<file path="src/rtl/gpio_in_multi_pkg.sv">
// Shared definitions for the multi-channel GPIO input block: register offsets, bit positions, sync depth.
// Latency: n/a (constants, types and pure helper functions only).
// Backpressure: n/a.
package gpio_in_multi_pkg;

  // Register select offsets within a channel's 4-register window
  localparam logic [1:0] SEL_DATA   = 2'd0;
  localparam logic [1:0] SEL_STATUS = 2'd1;
  localparam logic [1:0] SEL_MODE   = 2'd2;

  // STATUS bit positions
  localparam int STATUS_FRESH_BIT   = 0;
  localparam int STATUS_OVERRUN_BIT = 1;

  // MODE bit positions
  localparam int MODE_SAMPLE_BIT = 0;
  localparam int MODE_BLOCK_BIT  = 1;
  localparam int MODE_IE_BIT     = 2;

  // Number of flops between port_in and the sample-mode compare
  localparam int SYNC_STAGES = 2;

  typedef struct packed {
    logic overrun;
    logic fresh;
  } status_t;

  typedef struct packed {
    logic ie;
    logic block;
    logic sample;
  } mode_t;

  // Zero-extend STATUS to a bus byte
  function automatic logic [7:0] status_byte(input status_t s);
    return {6'b0, s};
  endfunction

  // Zero-extend MODE to a bus byte
  function automatic logic [7:0] mode_byte(input mode_t m);
    return {5'b0, m};
  endfunction

endpackage

</file>
<file path="src/rtl/gpio_in_chan.sv">
// One input channel: synchroniser, DATA/STATUS/MODE registers, capture and overrun logic.
// Latency: strobe capture visible after 1 edge; sample-mode change reaches FRESH after 3 edges.
// Backpressure: none; captures are never refused, an unread capture is flagged as OVERRUN.
module gpio_in_chan
  import gpio_in_multi_pkg::*;
(
  input  logic       clk,
  input  logic       reset,
  input  logic [7:0] port_in,
  input  logic       port_write,
  input  logic       wr_hit,     // bus write addressed to this channel
  input  logic [1:0] sel,
  input  logic [7:0] wr_data,
  input  logic       rd_take,    // accepted DATA read of this channel
  output logic [7:0] data,
  output status_t    status,
  output mode_t      mode
);

  logic [SYNC_STAGES-1:0][7:0] sync_q;
  logic [7:0] synced;
  logic       capture;
  logic       cap_set;
  logic [7:0] cap_val;
  logic       data_wr;
  logic       status_wr;
  logic       mode_wr;

  assign synced    = sync_q[SYNC_STAGES-1];
  assign data_wr   = wr_hit & (sel == SEL_DATA);
  assign status_wr = wr_hit & (sel == SEL_STATUS);
  assign mode_wr   = wr_hit & (sel == SEL_MODE);

  // Sample mode captures on any difference against DATA; strobe mode on port_write.
  // A simultaneous bus DATA write overrides the capture entirely, status included.
  assign capture = mode.sample ? (synced != data) : port_write;
  assign cap_set = capture & ~data_wr;
  assign cap_val = mode.sample ? synced : port_in;

  // Synchroniser runs regardless of mode so switching to SAMPLE sees settled data
  always_ff @(posedge clk) begin
    if (reset) begin
      sync_q <= '0;
    end else begin
      sync_q <= {sync_q[SYNC_STAGES-2:0], port_in};
    end
  end

  // DATA/STATUS/MODE update; captures win over clears, bus DATA write wins over capture
  always_ff @(posedge clk) begin
    if (reset) begin
      data   <= '0;
      status <= '0;
      mode   <= '0;
    end else begin
      if (data_wr) begin
        data <= wr_data;
      end else if (cap_set) begin
        data <= cap_val;
      end

      if (cap_set && status.fresh) begin
        status.overrun <= 1'b1;
      end else if (status_wr && wr_data[STATUS_OVERRUN_BIT]) begin
        status.overrun <= 1'b0;
      end

      if (cap_set) begin
        status.fresh <= 1'b1;
      end else if (rd_take || (status_wr && wr_data[STATUS_FRESH_BIT])) begin
        status.fresh <= 1'b0;
      end

      if (mode_wr) begin
        mode.sample <= wr_data[MODE_SAMPLE_BIT];
        mode.block  <= wr_data[MODE_BLOCK_BIT];
        mode.ie     <= wr_data[MODE_IE_BIT];
      end
    end
  end

endmodule

</file>
<file path="src/rtl/gpio_in_multi.sv">
// Multi-channel GPIO input peripheral on a byte-wide bus: decode, read mux, handshake, irq.
// Latency: read data and ready_r one cycle after acceptance; ready_w one cycle after write.
// Backpressure: a DATA read of a BLOCK channel is held off (ready_r low) until FRESH is set.
module gpio_in_multi
  import gpio_in_multi_pkg::*;
#(
  parameter int CHANNELS = 2,
  parameter int ADDR_W   = 3
) (
  input  logic                  clk,
  input  logic                  reset,
  input  logic                  read,
  input  logic                  write,
  input  logic [ADDR_W-1:0]     address,
  input  logic [7:0]            data_in,
  output logic [7:0]            data_out,
  output logic                  ready_r,
  output logic                  ready_w,
  input  logic [CHANNELS-1:0]   port_write,
  input  logic [CHANNELS*8-1:0] port_in,
  output logic                  irq
);

  localparam int CW = ADDR_W - 2;

  logic [CW-1:0]              chan_idx;
  logic [1:0]                 sel;
  logic [CHANNELS-1:0]        hit;
  logic [CHANNELS-1:0]        irq_src;
  logic [CHANNELS-1:0][7:0]   ch_data;
  status_t [CHANNELS-1:0]     ch_status;
  mode_t   [CHANNELS-1:0]     ch_mode;
  logic [7:0]                 rd_mux;
  logic                       sel_block;
  logic                       sel_fresh;
  logic                       rd_accept;

  assign chan_idx = address[ADDR_W-1:2];
  assign sel      = address[1:0];

  // Out-of-range channel indices match no hit bit, so they read 0 and drop writes
  for (genvar i = 0; i < CHANNELS; i++) begin : g_chan
    localparam logic [CW-1:0] IDX = CW'(i);

    assign hit[i]     = (chan_idx == IDX);
    assign irq_src[i] = ch_status[i].fresh & ch_mode[i].ie;

    gpio_in_chan u_chan (
      .clk        (clk),
      .reset      (reset),
      .port_in    (port_in[i*8 +: 8]),
      .port_write (port_write[i]),
      .wr_hit     (write & hit[i]),
      .sel        (sel),
      .wr_data    (data_in),
      .rd_take    (rd_accept & hit[i] & (sel == SEL_DATA)),
      .data       (ch_data[i]),
      .status     (ch_status[i]),
      .mode       (ch_mode[i])
    );
  end

  // Read mux plus the addressed channel's BLOCK/FRESH for the stall decision
  always_comb begin
    rd_mux    = '0;
    sel_block = 1'b0;
    sel_fresh = 1'b0;
    for (int i = 0; i < CHANNELS; i++) begin
      if (hit[i]) begin
        sel_block = ch_mode[i].block;
        sel_fresh = ch_status[i].fresh;
        case (sel)
          SEL_DATA:   rd_mux = ch_data[i];
          SEL_STATUS: rd_mux = status_byte(ch_status[i]);
          SEL_MODE:   rd_mux = mode_byte(ch_mode[i]);
          default:    rd_mux = '0;
        endcase
      end
    end
  end

  // ~ready_r keeps a held read from being accepted twice back-to-back
  assign rd_accept = read & ~ready_r & ((sel != SEL_DATA) | ~sel_block | sel_fresh);

  // Registered bus responses and interrupt
  always_ff @(posedge clk) begin
    if (reset) begin
      data_out <= '0;
      ready_r  <= 1'b0;
      ready_w  <= 1'b0;
      irq      <= 1'b0;
    end else begin
      ready_r <= rd_accept;
      ready_w <= write;
      irq     <= |irq_src;
      if (rd_accept) begin
        data_out <= rd_mux;
      end
    end
  end

endmodule
</file>
<file path="config.mk">
export PLATFORM = sky130hd
export DESIGN_NAME = gpio_in_multi
export DESIGN_NICKNAME = d
export VERILOG_FILES = /design/src/rtl/gpio_in_multi_pkg.sv /design/src/rtl/gpio_in_chan.sv /design/src/rtl/gpio_in_multi.sv
export SDC_FILE = /design/constraint.sdc
export NUM_CORES = 1
export LEC_CHECK = 0
export BUFFER_PORTS_ARGS = -buffer_cell sky130_fd_sc_hd__buf_2
export CORE_UTILIZATION = 30
export DETAILED_ROUTE_END_ITERATION = 10
export GPL_ROUTABILITY_DRIVEN = 0
export SYNTH_ARGS = -nofsm -noshare
export SYNTH_HDL_FRONTEND = slang
export SYNTH_HIERARCHICAL = 1
export SYNTH_SLANG_ARGS = --single-unit
</file>
<file path="constraint.sdc">
create_clock -name clk -period 1.6 [get_ports clk]
set_input_delay 0.32 -clock clk [delete_from_list [all_inputs] [get_ports clk]]
set_output_delay 0.32 -clock clk [all_outputs]
set_load 0.01 [all_outputs]
</file>
Word level (Yosys, flattened, before mapping)
Cells that the tools add are included.
W data, S select, Z words.
{"block": "word_totals", "ff_bits": 69, "in_bits": 33, "output_inout_bits": 11, "wordCells": 87}
{"block": "classes", "eq_ne": 4, "mux": 21, "bitwise": 25, "reduce_logical": 17}
{"cell": "$mux W8", "count": 7}
{"cell": "$pmux W8 S3", "count": 2}
{"cell": "$and A1 B1 Y1", "count": 18}
{"cell": "$ne A8 B8 Y1", "count": 2}
{"cell": "$reduce_bool A2 Y1", "count": 7}
{"cell": "$mux W1", "count": 12}
{"cell": "$logic_and A1 B1 Y1", "count": 6}
{"cell": "$not A1 Y1", "count": 5}
{"cell": "$eq A2 B1 Y1 const B", "count": 1}
{"cell": "$eq A2 B2 Y1 const B", "count": 1}
{"cell": "$logic_not A2 Y1", "count": 1}
{"cell": "$logic_or A1 B1 Y1", "count": 2}
{"cell": "$or A1 B1 Y1", "count": 2}
{"cell": "$reduce_or A2 Y1", "count": 1}

Logic depth before layout (Yosys ltp)
Gate-level depths: netlist of run 1.
{"block": "depth", "word_depth": 10, "ltp_mapped": 8, "ltp_nobuf": 7}

Hierarchy
Netlist of run 1, hierarchy kept.
{"module": "gpio_in_chan", "n_inst": 2, "cells_each": 141, "area_per_inst_um2": 1443.9, "seq_area_each_um2": 580.6}
{"module": "gpio_in_multi", "n_inst": 1, "cells_each": 69, "area_per_inst_um2": 681.9, "seq_area_each_um2": 220.2}

Worst setup path before layout of run 1
Ideal clock, no wire load.
{"block": "synth_path", "kind": "input to register", "start": "input port address[2]", "end": "register g_chan[0].u_chan.data[0]", "setup_time_ns": 0.079, "t_arrival_ns": 1.639, "t_required_ns": 1.521, "path_slack_ns": -0.119, "cell_stages": 7, "path_buffers": 3, "cell_sequence": "buf_6 -> buf_2 -> nor2b_1 -> nor4b_4 -> buf_2 -> a21oi_1 -> a211oi_2"}
{"block": "synth_between", "elab_chain_cells": 6, "word_cells_on_any_way": 7, "classes_between": "mux: 1; bitwise: 5; reduce/logical: 1"}
{"element": "from (decl)", "line_no": "gpio_in_multi.sv:14", "rtl": "input logic [ADDR_W-1:0] address,"}
{"element": "$not A1 Y1 *", "line_no": "gpio_in_multi.sv:45", "rtl": "assign hit[i] = (chan_idx == IDX);"}
{"element": "$and A1 B1 Y1 *", "line_no": "gpio_in_multi.sv:53", "rtl": ".wr_hit (write & hit[i]),"}
{"element": "$and A1 B1 Y1 *", "line_no": "gpio_in_chan.sv:30", "rtl": "assign data_wr = wr_hit & (sel == SEL_DATA);"}
{"element": "$not A1 Y1", "line_no": "gpio_in_chan.sv:37", "rtl": "assign cap_set = capture & ~data_wr;"}
{"element": "$and A1 B1 Y1", "line_no": "gpio_in_chan.sv:37"}
{"element": "$reduce_bool A2 Y1 (no line)"}
{"element": "to (signal assigned)", "line_no": "gpio_in_chan.sv:57", "rtl": "data <= wr_data;"}
{"element": "to (signal assigned)", "line_no": "gpio_in_chan.sv:59", "rtl": "data <= cap_val;"}
{"element": "to (decl)", "line_no": "gpio_in_chan.sv:15", "rtl": "output logic [7:0] data,"}
Mark *: on every way between the ends. The rest lies on a longest branch, timed or not.
A chain may end at the register's enable or synchronous reset.

Worst setup path after layout of run 1
{"block": "layout_path", "start": "input port address[2]", "end": "register g_chan[1].u_chan.data[7]"}
{"block": "layout_between", "elab_chain_cells": 5, "word_cells_on_any_way": 6, "classes_between": "mux: 1; bitwise: 4; reduce/logical: 1"}
{"element": "$and A1 B1 Y1 *", "line_no": "gpio_in_multi.sv:53"}
{"element": "$and A1 B1 Y1 *", "line_no": "gpio_in_chan.sv:30"}
{"element": "$not A1 Y1", "line_no": "gpio_in_chan.sv:37"}
{"element": "$and A1 B1 Y1", "line_no": "gpio_in_chan.sv:37"}
{"element": "$reduce_bool A2 Y1 (no line)"}
{"element": "to (signal assigned)", "line_no": "gpio_in_chan.sv:57"}
{"element": "to (signal assigned)", "line_no": "gpio_in_chan.sv:59"}
{"element": "to (decl)", "line_no": "gpio_in_chan.sv:15"}
Marks and branches as above.

==> summary.md, run 1 <==
| Metric | Value |
|---|---|
| Worst-path clk slew | `roughly 0.06 ns` |
| Met1 GRT Util | `between 10% and 20%` |
| Placed insts | `545` |
| Hold path cells | `2` |
| CP cell instances | `buf_2, and2_4, nor3b_2, nor2_1, a21oi_1, a211oi_2` |
| RSZ-0062 raised after global routing | `no` |
| Max-cap viol count | `0` |
| Grt met2 use | `23.7%` |
| Slew HR | `56.1%` |
| CTS max path bufs | `2` |
| # fillers | `1,199` |
| Crit path arrival time | `1.67 ns` |
| Run status | `finished with violations` |
| Max VDD drop | `0.000492 V` |
| I/O pins | `44` |
| Leakage power | `about 1.8 nW` |
| Clock skew | `0.00816 ns` |
| Reg2reg end | `g_chan[1].u_chan/data[6]` |
| Critical path buffers and inverters | `1` |
| Worst Hold Path EP | `g_chan[1].u_chan/sync_q[1]` |
| Post-Syn Area | `3570 sq um` |
| Final #Nets | `approximately 450` |
| Clk root buf | `clkbuf_16` |
| Detail Route Antenna Nets | `0` |
| Port bufs | `43` |
| GRT Util Overall | `14.7%` |
| CTS tree | `built` |
| Fmax achieved | `709 MHz` |
| Mean Syn Cell Area | `10.2 sq um` |
| Final hold viol count | `0` |
| Vias in the first global route | `2,819` |
| Reg power frac | `39.7%` |
| Slew Limit Fails | `0` |
| Clock Sink Count | `69` |
| Internal | `3.53 mW` |
| Syn Inst Count | `351` |
| CORE AREA | `11,500 sq um` |
| Min Hold Slack | `approximately 0.21 ns` |
| DRC | `10` |
| NetSw | `1.20 mW` |
| Hold Crit Class | `input port to register` |
| Hold wc startpoint | `port_in[9]` |
| Endpoints failing setup | `0` |
| R2R depth | `4` |
| Worst endpoint required time | `between 1.5 and 2 ns` |
| Crit share post-route | `between 80% and 90%` |
| Crit path max-delay cell type | `nor2_1` |
| Setup CP Type | `input port to register` |
| Fin area | `4420 sq um` |
| Cell Rows | `39` |
| GR Util met3 | `between 4 and 5%` |
| Net Sw Frac | `25.4%` |
| Die width | `111 um` |
| Failing checks | `DRC` |
| Final Instance Count excl. Fillers | `561` |
| Post-synthesis sequential area ratio | `38.7%` |
| Share of cells above drive strength 1 | `between 30 and 40%` |
| Starting DRT DRC Count | `111` |
| Postcts setup bufs | `0` |
| GR peak layer | `met2` |
| Worst Path Max Fanout | `9` |
| Hpwl dp | `~6500 um` |
| TritonCTS buffer count | `9` |
| Antenna violations before repair | `0` |
| Reg-to-reg slack, setup | `around 0.19 ns` |
| Least-Margin Pin Slew | `0.655 ns` |
| Gr ovfl total | `0` |
| Antenna fix cells | `0` |
| Vias post-DR | `between 2,000 and 3,000` |
| Global-route wire length before repair | `14,300 um` |
| Routed wire length | `around 8600 um` |
| Largest net degree at the start of global routing | `25` |
| #FFs+latches synth | `69` |
| Vias per cell | `5.12` |
| TritonRoute pass-1 iters | `7` |
| Cell family with most CP delay | `simple AND/OR/NAND/NOR gates` |
| Cell Area, Placed | `4090 sq um` |
| Mapped Nets | `384` |
| Crit end category | `register` |
| Skew-Pair Late Insertion Delay | `~0.34 ns` |
| Crit-path max cell delay | `0.52 ns` |
| RR Startpoint | `g_chan[1].u_chan/data[0]` |
| Die area | `12,300 sq um` |
| Gate power share | `14.3%` |
| Unique masters post-synth | `42` |
| Power per Cell Area | `between 1000 and 1500 nW/um^2` |
| Initial Utilization | `31.0%` |
| Synth-to-layout area growth | `23.7%` |
| Synth warn | `6` |
| Clk pwr share | `46.1%` |
| CTS H-tree lvls | `3` |
| Crit path launch type | `input port` |
| Die H | `111 um` |
| Period minus WS final | `1.41 ns` |
| DR WL/cell | `15.3 um` |
## worst max-delay path by stage
stage          depth (start not counted)                    endpoint                        from
2_1_floorplan                          8    g_chan[0].u_chan/data[0]                  address[2]
3_3_place_gp                           6    g_chan[1].u_chan/data[0]                  address[2]
3_5_place_dp                           6    g_chan[1].u_chan/data[7]                  address[2]
4_1_cts                                4    g_chan[1].u_chan/data[4]    g_chan[1].u_chan/data[0]
5_1_grt                                7  g_chan[0].u_chan/status[0]  g_chan[1].u_chan/status[0]
6_report                               6    g_chan[1].u_chan/data[7]                  address[2]
## per-layer routing
layer	part of all wire [%]	wire length [um]
met1	47	4060
met2	47	4070
met3	4.0	344
met4	1.6	136
met5	0	0
## power groups by stage
stage	Sequential, mW	Clock (mW)	Combinational [mW]
2_1_floorplan	1.90	0	0.431
3_3_place_gp	1.91	0	0.662
3_5_place_dp	1.91	0	0.673
4_1_cts	1.88	2.24	0.676
5_1_grt	1.89	2.32	0.735
6_report	1.88	2.18	0.675
## worst register-to-register path, delay by kind of cell (launching register included)
kind	cells	cell delay, ns
compound gates	2	0.50
flops	1	0.33
xor+xnor	1	0.23
simple gates	1	0.22
## placed cells by master, fill, tap and decap left out, types with 3 or more instances in the layout
master	instances
a211oi_2	16
a21oi_1	36
a31o_2	6
a31oi_1	16
buf_12	3
buf_2	43
buf_4	25
clkbuf_16	9
dfxtp_1	69
mux2i_1	15
nand2_1	10
nand3b_1	4
nor2_1	15
nor2b_1	51
nor3_4	4
nor3b_1	17
nor4_1	6
o21ai_0	3
o2bb2ai_1	8
o2bb2ai_2	8
xnor2_1	4
xor2_1	12
## cells in the mapped netlist (all sizes together)
cell type  instances  area share (%)
a2111oi            1            0.77
a211oi            16             5.6
a21oi             36             5.0
a22oi              1            0.21
a31o               7             1.7
a31oi             16             2.8
a32o               2            0.63
and2               1            0.18
and3               2            0.63
and3b              3            0.84
and4               1            0.25
buf               14             3.2
clkbuf             6            0.63
dfxtp             69              39
inv                1            0.11
mux2i             15             4.2
mux4               1            0.63
nand2             10             1.1
nand2b             1            0.18
nand3              2            0.28
nand3b             4            0.84
nand4b             1            0.25
nor2              15             1.6
nor2b             52             9.1
nor3               4             1.8
nor3b             19             4.1
nor4               6             1.1
nor4b              2             1.3
o211ai             2            0.42
o21a               1            0.42
o21ai              6            0.95
o2bb2ai           16             5.3
o31ai              2             1.2
xnor2              4            0.98
xor2              12             2.9
## registers in the layout (all words and copies together) (netlist names)
register and cells:
irq 1, g_chan.u_chan/sync_q 16, data_out 8, g_chan.u_chan/mode 6
ready_w 1, g_chan.u_chan/data 16, g_chan.u_chan/synced 16, ready_r 1
g_chan.u_chan/status 4
## per-stage QoR
stage	setup WS [ns]	util, %	total power [mW]	TNS [ns]
detailed placement	-0.131	35.5	2.59	-0.774
CTS	0.00750	38.3	4.80	0
global placement	-0.0470	35.5	2.58	-0.166
finish	0.189	38.3	4.73	0
floorplan	-0.000482	-	2.33	-0.000482
global route	0.120	38.3	4.94	0
## logic make-up after synthesis
kind of cell / Yosys count / share of synthesized area, %
compound gates: 106 / 25.1
xor+xnor: 16 / 3.93
buf+inv: 21 / 3.93
flops: 69 / 38.7
mux: 16 / 4.84
simple gates: 123 / 23.5
## layout make-up
| type | instances | area [sq um] | share of cell area, % |
|---|---|---|---|
| Multi-Input combinational cell | 261 | 2060 | 46.7 |
| Sequential cell | 69 | 1380 | 31.3 |
| Timing Repair Buffer | 71 | 463 | 10.5 |
| Clock buffer | 11 | 243 | 5.50 |
| Tap cell | 143 | 179 | 4.05 |
| Clock inverter | 5 | 82.6 | 1.87 |
| Inverter | 1 | 3.75 | 0.0850 |
## timing repair
action / CTS / global route
endpoints found under the setup margin: 0 / 9
hold endpoints to repair: 0 / 0
hold buffers: 0 / 0
gates resized for setup: 0 / 1
Power figures use the tool's default switching activity.
==> inputs of run 2 (changes only) <==
CORE_UTILIZATION = 41   (was 30)
==> run 2 against run 1 <==
Against the previous run: via count shrank 1.9%; register-to-register slack lost 0.03 ns; worst hold slack lost 0.0013 ns; die area shrank 26%; the run now ends clean; total power shrank 12%; sequential power is essentially flat; critical path type is now register to register; sequential share of layout area grew 1.1 points; wire length shrank 3.4%.
==> summary.md, run 2 (same netlist as run 1, synthesis figures left out) <==
| Metric | Value |
|---|---|
| Run status | `finished clean (was finished with violations)` |
| Clock skew | `0.0118 ns (was 0.00816 ns)` |
| Most frequent cells in the layout | `dfxtp_1, nor2b_1, buf_2 (unchanged)` |
| Setup CP Type | `register to register (was input port to register)` |
| Die H | `95.3 um (was 111 um)` |
| Slew Limit Fails | `0 (unchanged)` |
| Crit end category | `register (unchanged)` |
| CTS H-tree lvls | `3 (unchanged)` |
| Share of cells above drive strength 1 | `32.8% (unchanged)` |
| Hold path cells | `2 (unchanged)` |
| Die width | `95.3 um (was 111 um)` |
| Detail Route Antenna Nets | `0 (unchanged)` |
| Die area | `9080 sq um (was 12,300 sq um)` |
| Total power | `4.18 mW (was 4.73 mW)` |
| Vias per cell | `5.38 (was 5.12)` |
| Clk root buf | `clkbuf_8 (was clkbuf_16)` |
| Worst Path Max Fanout | `10 (was 9)` |
| GRT Util Overall | `19.4% (was 14.7%)` |
| Largest net degree at the start of global routing | `25 (unchanged)` |
| DRC | `0 (was 10)` |
| CTS Hold Bufs | `0 (unchanged)` |
| Hold Crit Class | `input port to register (unchanged)` |
| Commonest non-fill, non-tap cell in the layout | `dfxtp_1 (unchanged)` |
| Min Hold Slack | `0.207 ns (was 0.208 ns)` |
| CTS tree | `built (unchanged)` |
| Antenna fix cells | `0 (unchanged)` |
| Skew-Pair Late Insertion Delay | `0.34 ns (about the same)` |
| Initial Utilization | `42.8% (was 31.0%)` |
| Starting DRT DRC Count | `85 (was 111)` |
| R2R depth | `4 (unchanged)` |
| CTS max path bufs | `2 (unchanged)` |
| Gr ovfl total | `0 (unchanged)` |
| TNS Setup | `0 ns (unchanged)` |
| Synth-to-layout area growth | `19.6% (was 23.7%)` |
| Hpwl dp | `6190 um (was 6490 um)` |
| CORE AREA | `8340 sq um (was 11,500 sq um)` |
| Crit share post-route | `89.9% (was 88.2%)` |
| Vias post-DR | `2,816 (was 2,872)` |
| Period minus WS final | `1.44 ns (was 1.41 ns)` |
| Global-route wire length before repair | `13,300 um (was 14,300 um)` |
| Max VDD drop | `0.000381 V (was 0.000492 V)` |
| Least-Margin Pin Slew | `0.588 ns (was 0.655 ns)` |
| Max-cap viol count | `0 (unchanged)` |
| Port bufs | `43 (unchanged)` |
| Final #Nets | `446 (unchanged)` |
| Routed wire length | `8320 um (was 8610 um)` |
| Cell Area, Placed | `4040 sq um (was 4090 sq um)` |
| TritonCTS buffer count | `9 (unchanged)` |
| Final hold viol count | `0 (unchanged)` |
| Crit path launch type | `register (was input port)` |
| Cell Rows | `33 (was 39)` |
| Leakage power | `1.73 nW (was 1.78 nW)` |
| Crit path arrival time | `1.65 ns (was 1.67 ns)` |
| DR WL/cell | `15.9 um (was 15.3 um)` |
| Worst endpoint required time | `1.81 ns (was 1.86 ns)` |
| I/O pins | `44 (unchanged)` |
| # fillers | `801 (was 1,199)` |
| Vias in the first global route | `2,654 (was 2,819)` |
| Fin area | `4270 sq um (was 4420 sq um)` |
| RSZ-0062 raised after global routing | `no (unchanged)` |
| Endpoints failing setup | `0 (unchanged)` |
| TritonRoute pass-1 iters | `4 (was 7)` |
| Antenna violations before repair | `0 (unchanged)` |
| Power per Cell Area | `979 nW/um^2 (was 1070 nW/um^2)` |
| Clock Sink Count | `69 (unchanged)` |
| Fmax achieved | `695 MHz (was 709 MHz)` |
| Slew HR | `60.7% (was 56.1%)` |
| Postcts setup bufs | `0 (unchanged)` |
| Worst-path clk slew | `0.08 ns (was 0.06 ns)` |
run 2: changes by cell type in the layout (fill, tap and decap cells not counted), sizes merged:
cell / delta
clkbuf: +1
inv: -1
run 2: critical path: stages, from the launching register on:
cell and delay, ns:
dfxtp_1 0.34, xnor2_1 0.23, and3_4 0.22, a31o_2 0.39
o21ai_1 0.13
run 2: path summary, 6_finish.rpt:
| check | slack, ns | end | startpoint |
|---|---|---|---|
| worst max-delay path | 0.16 | g_chan[0].u_chan/status[1] | g_chan[0].u_chan/data[0] |
| worst max register to register | 0.16 | g_chan[0].u_chan/status[1] | g_chan[0].u_chan/data[0] |
| worst min-delay path | 0.21 | g_chan[1].u_chan/sync_q[1] | port_in[9] |
| worst min register to register | 0.44 | g_chan[0].u_chan/synced[1] | g_chan[0].u_chan/sync_q[1] |
run 2: final cells by class:
class,instances,area [sq um],share of cell area (%)
clock buffer,12,155,3.64
inverter,1,3.75,0.0880
tap,105,131,3.08
sequential,69,1380,32.4
timing repair buffer,71,463,10.8
multi-input combinational,261,2060,48.3
clock inverter,4,70.1,1.64
run 2: power by group:
| group | leakage (nW) | internal (mW) | total [mW] | switching, mW |
|---|---|---|---|---|
| Sequential | 0.569 | 1.81 | 1.87 | 0.0642 |
| Clock | 0.116 | 0.960 | 1.63 | 0.670 |
| Combinational | 1.05 | 0.303 | 0.674 | 0.371 |
| Total | 1.73 | 3.07 | 4.18 | 1.11 |
run 2: layer usage:
layer / track usage [%] / part of all wire (%)
met2: 32.0 / 48
met1: 25.5 / 48
met4: 6.82 / 0.87
met3: 3.27 / 3.5
met5: 0 / 0
run 2: per-stage QoR:
| stage | instances | utilization, % | worst slack, ns |
|---|---|---|---|
| after detailed placement | 507 | 48.5 | -0.0818 |
| after global placement | 507 | 48.5 | -0.0553 |
| after CTS | 523 | 51.2 | 0.0105 |
| after floorplan | 351 | - | -0.000482 |
| after global routing | 523 | 51.2 | 0.0994 |
| final | 523 | 51.2 | 0.161 |
run 2: what timing repair did:
item,4_1_cts,5_1_grt
endpoints found under the hold margin,0,0
setup endpoints to repair,0,9
resized for setup,0,1
